File: src/rtl/hue_sequencer.sv
// hue_sequencer: walks a six-interval HSV hue wheel and emits registered R/G/B PWM duty words.
// Optional feature macro: HUE_LOAD_EN (adds load / load_interval for a direct interval jump).

module hue_sequencer #(
   parameter int PWM_INTERVAL = 1200,
   parameter int STEP_CYCLES  = 1200,
   parameter int DUTY_STEP    = 1,
   localparam int DW = $clog2(PWM_INTERVAL + 1)
) (
   input  logic          clk,
   input  logic          reset,
   input  logic          pause,
`ifdef HUE_LOAD_EN
   input  logic          load,
   input  logic [2:0]    load_interval,
`endif
   output logic [DW-1:0] duty_r,
   output logic [DW-1:0] duty_g,
   output logic [DW-1:0] duty_b,
   output logic [2:0]    interval,
   output logic          update
);

   localparam int PW = (STEP_CYCLES > 1) ? $clog2(STEP_CYCLES) : 1;
   localparam logic [PW-1:0] PRE_MAX  = PW'(STEP_CYCLES - 1);
   localparam logic [PW-1:0] PRE_ONE  = PW'(1);
   localparam logic [DW-1:0] FULL     = DW'(PWM_INTERVAL);
   localparam logic [DW:0]   FULL_W   = (DW + 1)'(PWM_INTERVAL);
   localparam logic [DW:0]   STEP_W   = (DW + 1)'(DUTY_STEP);
   localparam logic [2:0]    LAST_IV  = 3'd5;

   if (DUTY_STEP < 1 || DUTY_STEP > PWM_INTERVAL) begin : g_bad_duty_step
      $error("hue_sequencer: DUTY_STEP must lie in 1..PWM_INTERVAL");
   end

   typedef enum logic [1:0] {
      CH_HIGH = 2'd0,
      CH_LOW  = 2'd1,
      CH_INC  = 2'd2,
      CH_DEC  = 2'd3
   } ch_state_t;

   // Packed {R,G,B} channel states for each 60-degree hue interval.
   function automatic logic [5:0] chan_row(input logic [2:0] iv);
      logic [5:0] row;
      case (iv)
         3'd0:    row = {CH_HIGH, CH_INC,  CH_LOW};
         3'd1:    row = {CH_DEC,  CH_HIGH, CH_LOW};
         3'd2:    row = {CH_LOW,  CH_HIGH, CH_INC};
         3'd3:    row = {CH_LOW,  CH_DEC,  CH_HIGH};
         3'd4:    row = {CH_INC,  CH_LOW,  CH_HIGH};
         3'd5:    row = {CH_HIGH, CH_LOW,  CH_DEC};
         default: row = {CH_HIGH, CH_LOW,  CH_LOW};
      endcase
      return row;
   endfunction

   function automatic logic [DW-1:0] duty_of(input ch_state_t st, input logic [DW-1:0] r);
      logic [DW-1:0] d;
      case (st)
         CH_HIGH: d = FULL;
         CH_LOW:  d = '0;
         CH_INC:  d = r;
         default: d = FULL - r;
      endcase
      return d;
   endfunction

   logic [PW-1:0] prescaler;
   logic [DW-1:0] ramp;

   logic          tick;
   logic          advance;
   logic [PW-1:0] nxt_pre;
   logic [DW-1:0] nxt_ramp;
   logic [2:0]    nxt_interval;
   logic [DW:0]   ramp_sum;
   logic [5:0]    nxt_row;

   always_comb begin
      tick         = (prescaler == PRE_MAX) && !pause;
      ramp_sum     = {1'b0, ramp} + STEP_W;
      advance      = 1'b0;
      nxt_pre      = prescaler;
      nxt_ramp     = ramp;
      nxt_interval = interval;
      if (!pause) begin
         nxt_pre = tick ? '0 : prescaler + PRE_ONE;
      end
      if (tick) begin
         advance = 1'b1;
         // A full ramp is held for one extra tick so each boundary repeats the previous duty.
         if (ramp == FULL) begin
            nxt_ramp     = '0;
            nxt_interval = (interval == LAST_IV) ? 3'd0 : interval + 3'd1;
         end else begin
            nxt_ramp = (ramp_sum > FULL_W) ? FULL : ramp_sum[DW-1:0];
         end
      end
`ifdef HUE_LOAD_EN
      if (load && (load_interval <= LAST_IV)) begin
         advance      = 1'b1;
         nxt_pre      = '0;
         nxt_ramp     = '0;
         nxt_interval = load_interval;
      end
`endif
      nxt_row = chan_row(nxt_interval);
   end

   always_ff @(posedge clk) begin
      if (reset) begin
         prescaler <= '0;
         ramp      <= '0;
         interval  <= 3'd0;
         duty_r    <= FULL;
         duty_g    <= '0;
         duty_b    <= '0;
         update    <= 1'b0;
      end else begin
         prescaler <= nxt_pre;
         ramp      <= nxt_ramp;
         interval  <= nxt_interval;
         duty_r    <= duty_of(ch_state_t'(nxt_row[5:4]), nxt_ramp);
         duty_g    <= duty_of(ch_state_t'(nxt_row[3:2]), nxt_ramp);
         duty_b    <= duty_of(ch_state_t'(nxt_row[1:0]), nxt_ramp);
         update    <= advance;
      end
   end

endmodule

File: config.mk
export PLATFORM = sky130hd
export DESIGN_NAME = hue_sequencer
export DESIGN_NICKNAME = d
export VERILOG_FILES = /design/src/rtl/hue_sequencer.sv
export SDC_FILE = /design/constraint.sdc
export NUM_CORES = 1
export LEC_CHECK = 0
export BUFFER_PORTS_ARGS = -buffer_cell sky130_fd_sc_hd__buf_2
export CAP_MARGIN = 15
export CORE_ASPECT_RATIO = 1.5
export CORE_MARGIN = 1
export CORE_UTILIZATION = 53
export DETAILED_ROUTE_END_ITERATION = 10
export GPL_TIMING_DRIVEN = 0
export PLACE_DENSITY = 0.85
export SLEW_MARGIN = 10
export SYNTH_ARGS = -nofsm -noshare
export SYNTH_HDL_FRONTEND = slang
export SYNTH_SLANG_ARGS = --single-unit
File: constraint.sdc
create_clock -name clk -period 3.7 [get_ports clk]
set_clock_uncertainty 0.2 [all_clocks]
set_input_delay 0.185 -clock clk [delete_from_list [all_inputs] [get_ports clk]]
set_output_delay 0.185 -clock clk [all_outputs]
set_load 0.02 [all_outputs]
==> impl_metrics.yaml <==
timing:
  setup_viol: 0
  count_of_final_hold_check_violations: 0
  final-max-slew-violation-count: 0
  max_clock_freq_mhz: 276
  maxSlewHeadroom_pct: 50.7
  hold_ws_ps: 44.6
  tns_ps: 0
  finalCriticalPeriod_ps: 3620
  worstMarginPinSlew_ps: 734
  rsz0062_at_grt: "true"
  layout_setup_ws_ps: 78.1
  final_min_period_over_clock_period_pct: 97.9
placed_design:
  port_buffers: 38
  detailed_place_hpwl_um: 7300
  numPlacedInstances: 534
  place_ws_ps: -652
  finalWeightedCongestion: 0.959
  placement.cell_area_sq_um: 3740
status:
  outcome: "finished, final reports clean"
routing:
  totalWireLength_um: 10800
  vias: 3644
  drt-pass1-iter-count: 5
  detailedRoute.firstIterationViolations: 480
  final_antenna_net_count: 0
  drt-wirelength-per-cell_um: 19.2
  via_per_inst: 6.52
  remaining_drc_errors: 0
grt:
  vias_in_the_first_global_route: 3432
  groute.usage.overall_pct: 33.1
  grt_pass1_wl_um: 16600
  maximum_number_of_pins_on_one_net_before_global_route_repair: 11
  grt.overflow.total: 0
  antenna_found_initial: 0
logic_synthesis:
  synth_cell_types: 80
  syn_avg_cell_area_sq_um: 8.17
  cell_type_contributing_the_most_total_cell_area_after_synthesis: "sky130_fd_sc_hd__dfxtp_1"
  synth.yosys.seq_area_share_pct: 34.2
  syn-instance-count: 422
  synth_fp_nets: 430
  synth_area_leaders: "sky130_fd_sc_hd__dfxtp_1 34%, sky130_fd_sc_hd__a21oi_1 6.1%, sky130_fd_sc_hd__nor2_1 5.9%, sky130_fd_sc_hd__nand2_1 3.6%, sky130_fd_sc_hd__nor3_1 2.6%"
  postSynthRegisterBits: 59
  synth_edf_count: 0
  most_numerous_cell_in_the_yosys_netlist: "sky130_fd_sc_hd__dfxtp_1"
  synthesis.area_sq_um: 3450
  synth_async_sr_flop_share_pct: 0
  yosysWarningCount: 0
  synth_top_area_share_pct: 34.2
  leading_cell_types_by_count_after_synthesis: "59 x sky130_fd_sc_hd__dfxtp_1, 54 x sky130_fd_sc_hd__nor2_1, 42 x sky130_fd_sc_hd__a21oi_1, 33 x sky130_fd_sc_hd__nand2_1, 18 x sky130_fd_sc_hd__nor3_1"
  yosys_most_used_dff: "sky130_fd_sc_hd__dfxtp_1"
cts:
  clkSlewWorstSetupHoldPaths_ps: 80
  clk_path_buf_depth: 2
  worst_skew_pair.late_latency_ps: 360
  numCtsBuffers: 9
  clock_tree.root_cell: "sky130_fd_sc_hd__clkbuf_8"
  h-tree-depth: 3
  tritoncts_clock_tree: "done"
  cts.sinks: 59
pwr:
  p_per_area_nw_per_um2: 322
  power_mw: 1.35
  p_leak_nw: 1.61
  peakVddDrop_uv: 275
cells_and_area:
  stdcell_area_sq_um: 4200
  postLayoutCoreUtil_pct: 67.5
  final-instance-count-excl-fill: 559
  layout.area.seq_sq_um: 1190
  synthToLayoutAreaGrowth_pct: 21.7
  final_net_count: 489
  multi_input_area_sq_um: 2280
  layout-drive-gt1-share_pct: 26.6
  fillerInstances: 505
  n_antenna_cell: 0
min_path:
  timing.hold.worst.class: "in2reg"
die:
  die_w_um: 67.9
  start_util_pct: 55.5
  pin_count: 40
  chipHeight_um: 101
  core_region_area_sq_um: 6220
  floorplan.die_area_sq_um: 6840
  fp-row-count: 35
worst_setup_path:
  worst_setup_path_end_kind: "register"
  worst_ep_required_time_ps: 3750
  critical_path_peak_fanout: 10
  cp_data_arrival_time_ps: 3670
  crit_path_start_kind: "register"
  critical_path_type: "reg2reg"
job:
  max_cap_viol_count: 0
## state kept, by name, indices dropped and copies added (netlist names)
name,cells
duty_g,11
update,1
ramp,11
prescaler,11
duty_b,11
interval,3
duty_r,11
## power breakdown
part           total, mW  internal (mW)  switching, mW
clock              0.609          0.342          0.267
combinational     0.0939         0.0290         0.0649
sequential         0.647          0.641        0.00614
## path summary, 6_finish.rpt
kind                     start            to  slack [ps]  cells past startpoint
hold / removal           reset       ramp[6]          40                      2
setup reg to reg       ramp[6]     duty_b[5]          80                     12
hold reg to reg   prescaler[1]  prescaler[1]         300                      2
setup / recovery       ramp[6]     duty_b[5]          80                     12
## cell type report
type	count	area share, %
well taps	74	2.21
repair buffers	50	6.73
plain buffers	25	3.04
clock inverters	4	1.19
multi-input cells	328	54.2
inverters	8	0.715
clock buffers	11	3.61
flip-flops and latches	59	28.3
## cell families (layout without fill, tap and decap cells)
family                     after synthesis  after routing  share of synthesized area, %
buffers and inverters                   35             98                          4.64
DFF                                     59             59                          34.2
adders and majority gates                5              5                          1.81
and+or+nand+nor                        181            181                          27.7
AOI/OAI and AO/OA                      124            124                          26.6
xor gates and xnor gates                13             13                          3.30
muxes                                    5              5                          1.74
## critical path: stages (launching register included)
cell,delay [ps]
sky130_fd_sc_hd__dfxtp_1,480
sky130_fd_sc_hd__clkbuf_2,330
sky130_fd_sc_hd__nor3b_1,80
sky130_fd_sc_hd__a21oi_1,190
sky130_fd_sc_hd__o311a_1,290
sky130_fd_sc_hd__nand4_1,220
sky130_fd_sc_hd__buf_4,210
sky130_fd_sc_hd__a32oi_2,280
sky130_fd_sc_hd__o31a_2,270
sky130_fd_sc_hd__nand3_1,200
sky130_fd_sc_hd__and2_1,290
sky130_fd_sc_hd__a21o_1,180
sky130_fd_sc_hd__a221oi_1,270
## cells in the final DEF (no fill, tap or decap), types with 3 or more instances in the layout
master / synthesis / final
sky130_fd_sc_hd__nor2b_1: 6 / 6
sky130_fd_sc_hd__xor2_1: 7 / 5
sky130_fd_sc_hd__and2_1: 7 / 7
sky130_fd_sc_hd__a21oi_1: 42 / 38
sky130_fd_sc_hd__o221ai_1: 4 / 4
sky130_fd_sc_hd__buf_2: 5 / 43
sky130_fd_sc_hd__o21ai_0: 11 / 11
sky130_fd_sc_hd__nand3_1: 15 / 14
sky130_fd_sc_hd__o21ai_1: 5 / 5
sky130_fd_sc_hd__a21boi_0: 3 / 3
sky130_fd_sc_hd__mux2i_1: 3 / 3
sky130_fd_sc_hd__ha_1: 5 / 4
sky130_fd_sc_hd__a21oi_2: 2 / 6
sky130_fd_sc_hd__clkbuf_8: 0 / 11
sky130_fd_sc_hd__or2_2: 4 / 4
sky130_fd_sc_hd__a21o_1: 5 / 5
sky130_fd_sc_hd__nand4_1: 5 / 5
sky130_fd_sc_hd__nor3_1: 18 / 17
sky130_fd_sc_hd__xnor2_1: 6 / 6
sky130_fd_sc_hd__dfxtp_1: 59 / 56
sky130_fd_sc_hd__inv_1: 7 / 7
sky130_fd_sc_hd__clkbuf_1: 14 / 11
sky130_fd_sc_hd__nand2_1: 33 / 31
sky130_fd_sc_hd__buf_1: 3 / 3
sky130_fd_sc_hd__o22ai_1: 4 / 4
sky130_fd_sc_hd__a31oi_1: 5 / 5
sky130_fd_sc_hd__or3_1: 7 / 7
sky130_fd_sc_hd__nand3b_1: 4 / 4
sky130_fd_sc_hd__and3_1: 6 / 5
sky130_fd_sc_hd__nand2b_1: 3 / 3
sky130_fd_sc_hd__buf_4: 4 / 14
sky130_fd_sc_hd__nor2_1: 54 / 52
sky130_fd_sc_hd__o31a_1: 3 / 3
## what timing repair did
| action | 4_1_cts | 5_1_grt |
|---|---|---|
| endpoints found under the hold margin | 2 | 0 |
| pin swaps | 3 | 11 |
| buffers inserted | 4 | 7 |
| setup endpoints to repair | 23 | 24 |
| gates resized for setup | 10 | 25 |
| hold buffers | 1 | 0 |
## per-layer routing
metal  vias up  global-route usage (%)  share of wire, %
met5         -                       0                 0
met2       209                    54.5                50
li1       1672                       -                 -
met4         0                    25.5               7.0
met1      1684                    34.8                36
met3        79                    8.71               7.7
Note: power is estimated with default switching activity, not from simulation.
